===== config.mk =====
export PLATFORM = sky130hd
export DESIGN_NAME = fwd_regfile
export DESIGN_NICKNAME = d
export VERILOG_FILES = /design/src/rtl/fwd_regfile.sv
export SDC_FILE = /design/constraint.sdc
export NUM_CORES = 2
export LEC_CHECK = 0
export BUFFER_PORTS_ARGS = -buffer_cell sky130_fd_sc_hd__buf_2
export CELL_PAD_IN_SITES_DETAIL_PLACEMENT = 0
export CELL_PAD_IN_SITES_GLOBAL_PLACEMENT = 2
export CORE_MARGIN = 8
export CORE_UTILIZATION = 25
export DETAILED_ROUTE_END_ITERATION = 10
export GPL_TIMING_DRIVEN = 0
export PLACE_DENSITY_LB_ADDON = 0.1
export SKIP_CTS_REPAIR_TIMING = 1
export SLEW_MARGIN = 10
export SYNTH_ARGS = -nofsm -noshare
export SYNTH_HDL_FRONTEND = slang
export SYNTH_SLANG_ARGS = --single-unit

===== constraint.sdc =====
create_clock -name clk -period 2.25 [get_ports clk]
set_clock_uncertainty 0.2 [all_clocks]
set_input_delay 0.1125 -clock clk [delete_from_list [all_inputs] [get_ports clk]]
set_output_delay 0.1125 -clock clk [all_outputs]
set_load 0.005 [all_outputs]

===== src/rtl/fwd_regfile.sv =====
// rtl/fwd_regfile.sv - multi-port register file with EX/MEM/WB forwarding and load-use stall
// Ports:
//   clk                 single clock, writes on rising edge
//   rst                 asynchronous active-low reset, clears storage
//   re/raddr/rdata      NUM_RD combinational read ports, port k at [k*W +: W]
//   we/waddr/wdata      writeback-stage write port (also forwarded write-through)
//   ex_*                execute-stage result in flight (ex_is_load marks a load)
//   mem_*               memory-stage result in flight
//   stall_req           freeze PC and IF/ID, bubble into ID/EX
// Config macro: FWD_REGFILE_BYPASS_EN
//   defined   - EX/MEM results are forwarded; only a load in EX causes a stall
//   undefined - EX/MEM results are never forwarded; any EX/MEM match stalls
module fwd_regfile #(
  parameter int DATA_W = 32,
  parameter int ADDR_W = 5,
  parameter int NUM_RD = 2
) (
  input  logic                     clk,
  input  logic                     rst,
  input  logic [NUM_RD-1:0]        re,
  input  logic [NUM_RD*ADDR_W-1:0] raddr,
  output logic [NUM_RD*DATA_W-1:0] rdata,
  input  logic                     we,
  input  logic [ADDR_W-1:0]        waddr,
  input  logic [DATA_W-1:0]        wdata,
  input  logic                     ex_wreg,
  input  logic [ADDR_W-1:0]        ex_wd,
  input  logic [DATA_W-1:0]        ex_wdata,
  input  logic                     ex_is_load,
  input  logic                     mem_wreg,
  input  logic [ADDR_W-1:0]        mem_wd,
  input  logic [DATA_W-1:0]        mem_wdata,
  output logic                     stall_req
);

  localparam int DEPTH = 2 ** ADDR_W;

  logic [DATA_W-1:0] regs [DEPTH];
  logic [DATA_W-1:0] rd_word [NUM_RD];
  logic [NUM_RD-1:0] port_stall;

  // Index 0 is never written, so it stays zero after reset.
  always_ff @(posedge clk or negedge rst) begin
    if (!rst) begin
      for (int i = 0; i < DEPTH; i++) begin
        regs[i] <= '0;
      end
    end else if (we && (waddr != '0)) begin
      regs[waddr] <= wdata;
    end
  end

  for (genvar k = 0; k < NUM_RD; k++) begin : g_rd
    logic [ADDR_W-1:0] ra;
    logic              active;
    logic              ex_hit;
    logic              mem_hit;
    logic              wb_hit;
    logic [DATA_W-1:0] base;

    assign ra      = raddr[k*ADDR_W +: ADDR_W];
    // A port reading index 0, disabled, or held in reset never forwards or stalls.
    assign active  = rst && re[k] && (ra != '0);
    assign ex_hit  = ex_wreg && (ex_wd == ra);
    assign mem_hit = mem_wreg && (mem_wd == ra);
    assign wb_hit  = we && (waddr == ra);
    // Write-through: a pending writeback is visible in the same cycle.
    assign base    = wb_hit ? wdata : regs[ra];

`ifdef FWD_REGFILE_BYPASS_EN
    // Youngest in-flight result wins; load data is not ready yet, so stall.
    assign port_stall[k] = active && ex_hit && ex_is_load;
    assign rd_word[k]    = !active ? '0 :
                           ex_hit  ? ex_wdata :
                           mem_hit ? mem_wdata : base;
`else
    assign port_stall[k] = active && (ex_hit || mem_hit);
    assign rd_word[k]    = active ? base : '0;
`endif
  end

`ifndef FWD_REGFILE_BYPASS_EN
  // In-flight data is only compared by index when forwarding is off.
  logic unused_nobypass;
  assign unused_nobypass = ^{ex_wdata, mem_wdata, ex_is_load};
`endif

  always_comb begin
    rdata = '0;
    for (int k = 0; k < NUM_RD; k++) begin
      rdata[k*DATA_W +: DATA_W] = rd_word[k];
    end
  end

  assign stall_req = |port_stall;

endmodule

==> metrics <==
flops & latches, synth 1024; status finished with violations; max FFs per register 1024; Row Count approximately 170; DRT iter0 DRCs 3068; # clock sinks 1024; clk_lat worst skew 0.78 ns; Num CTS Buffers 135; sequential share of the synthesized area 0.466; Max Cap Viol 0; slowest stage cell, crit path a2111oi_4; CTS tree built; PD cells 884 nW/um^2; Hold Path Class primary input to register; layout cell share with drive strength beyond 1 0.538; Tot GR Track Use 0.234; relative slew slack 0.0144; core area 219000 sq um; most flop-heavy register regs; I/O Pins slightly below 200; Post-synth EDFFs 0; FMAX 304 MHz; Max rail drop VDD 763 uV; Final period util 1.46; Setup WS post-layout -1.04 ns; critical-path cell list buf_2, or3b_2, buf_2, clkbuf_4, o22ai_1, a2111oi_4, a21oi_1, a22o_2, buf_2; most frequent CP cell buf_2; final wirelength 288000 um; first-pass GRT wire length 376000 um; detailed placement HPWL between 200000 and 250000 um; via/cell ratio 5.36; vias in the first global route 40029; Nets ~4300; Yosys cell types 45; worst reg-to-reg setup slack around 1.2 ns; Comb power frac 0.230; Slew Limit Fails 0; crit path DAT 2.98 ns; gpl congestion 0.893; Tmin final 3.29 ns; R2R Path End regs[604]$_DFFE_PN0P_; failing checks setup timing; sw power 18.6 mW; Die Width between 400 and 500 um; CP Capture Type output port; Synth Net Count 3921; antenna-violating nets left 0; post-synth top area share 0.466; sw frac 0.306; WL per Instance 40.0 um; Reg2Reg Depth 2; Pre-Repair DR Iteration Count 5; final core occ 0.314; worst-margin pin slew 1.48 ns; synth top area cells dfrtp_1 (47%), mux2_2 (20%), mux4_2 (16%); Hold WS 0.00257 ns; initial antenna violation count 21; R2R Path Start regs[604]$_DFFE_PN0P_; largest registers regs (1024); Synth Warn # 0; DRC errors left 0; WS Path Type primary input to output port; startpoint types primary input; Seq pwr share 0.405; leakage power 29.3 nW; pin count of the biggest net entering global routing 135; Critical Path RT 1.94 ns; Die ar. 235000 sq um; Root Buffer clkbuf_16; cell taking the most area after synthesis dfrtp_1; Die Ht just under 500 um; hold depth 3; most frequent cell after synthesis dfrtp_1; mean post-synth cell area 14.5 sq um; H-tree level count 4; most common library cells after synthesis dfrtp_1 (1024), mux2_2 (985), mux4_2 (387); RSZ-0062 raised after global routing yes; worst stage delay on the critical path 0.64 ns; Clock transition at path regs ~0.05 ns; Fin. Hold Viols 0; Final setup viols 150; Hold Path Sink regs[689]$_DFFE_PN0P_; Tot Pwr between 60 and 70 mW; Syn-to-layout area delta 25.0%; clk buf depth 3; hold wc startpoint wdata[17]; critical-path maximum fanout 10; initial core utilization 0.251; Post-Synthesis Cells between 3000 and 4000; GRT overflow 0; Post-synth top flop dfrtp_1; Int Pwr 42.1 mW; Async SR Flop Fraction 1.00; Clk pwr share 0.365; via count 38636; Post-Synthesis Cell Area 55000 sq um; PortBufs 116
cell families (layout without fill, tap and decap cells):
logic type | count (synthesis) | in the layout | synth area share
buffers and inverters | 448 | 979 | 0.0347
XOR/XNOR | 30 | 30 | 0.00478
AND/OR/NAND/NOR | 116 | 116 | 0.0113
AO/OA/AOI/OAI | 509 | 509 | 0.0701
multiplexers | 1665 | 1665 | 0.413
flip-flops | 1024 | 1024 | 0.466
other | 0 | 8 | 0
critical path, delay by kind of cell:
kind	cells	cell delay [ns]
AO/OA/AOI/OAI	4	1.31
buffers and inverters	4	1.32
AND/OR/NAND/NOR	1	0.19
placed cells by master (no fill, tap or decap), types with 17 or more instances in the layout:
cell           synthesis  final
clkbuf_8               0     31
mux2i_1              285    278
clkbuf_4               2     59
dlygate4sd3_1          0     52
clkbuf_1             262    187
a22o_4                 0     20
buf_1                 57     45
nor2b_4                0     24
o221ai_1              32     25
xor2_1                20     19
a21oi_2                0     29
buf_4                 19     87
buf_12                 0     17
buf_6                  2     61
o21bai_1              32     31
clkbuf_2               0     61
clkbuf_16              0    152
mux4_2               387    387
a211oi_4               0     26
a22oi_1               62     59
a2111oi_4              0     22
a211o_1               31     22
a221oi_1              63     21
buf_2                105    156
o22ai_1               32     32
mux2_2               985    985
a22o_1                62     36
buf_16                 0     24
a2111oi_2              0     33
nand2_1               22     22
dfrtp_1             1024   1024
a221oi_2               0     39
a21oi_1               94     63
clkinv_2               0     20
how the worst max path moves through the flow:
stage | from | endpoint | slack (ns) | cells past startpoint
6_report | raddr[2] | rdata[29] | -1.04 | 9
3_3_place_gp | rst | rdata[60] | -29.19 | 6
3_5_place_dp | rst | rdata[21] | -2.95 | 9
5_1_grt | regs[1022]$_DFFE_PN0P_ | rdata[30] | -1.05 | 5
2_1_floorplan | raddr[5] | rdata[32] | 0.02 | 7
4_1_cts | rst | rdata[21] | -2.96 | 9
power by group through the flow:
stage / logic [mW] / clock network, mW / registers, mW
3_3_place_gp: 12.2 / 0 / 24.9
5_1_grt: 14.6 / 23.4 / 25.1
3_5_place_dp: 12.5 / 0 / 24.9
6_report: 14.0 / 22.1 / 24.6
4_1_cts: 12.5 / 22.8 / 24.6
2_1_floorplan: 8.00 / 0 / 23.8
through the flow:
step	std cells	area (sq um)	setup WS (ns)	setup TNS, ns
after floorplan	3792	55000	0.0175	0
after global placement	6779	59200	-29.19	-
after detailed placement	6811	59800	-2.95	-1165.38
after CTS	7052	64300	-2.96	-226.81
after global routing	7195	68700	-1.05	-59.59
final	7202	68800	-1.04	-58.88
final cells by class:
cell class,count,area [sq um]
fill,21866,151000
multi-input combinational,2320,29500
sequential,1024,25600
clock buffer,207,4090
tap,2871,3590
timing repair buffer,290,2860
buffer,447,2720
clock inverter,34,344
antenna,8,20.0
inverter,1,3.75
per-layer routing:
metal | vias to the layer above | GRT usage | part of all wire
li1 | 15703 | - | -
met1 | 21282 | 0.318 | 0.44
met2 | 1254 | 0.372 | 0.46
met3 | 395 | 0.0346 | 0.050
met4 | 2 | 0.102 | 0.055
met5 | - | 0 | 0.00080
Power figures use the tool's default switching activity.
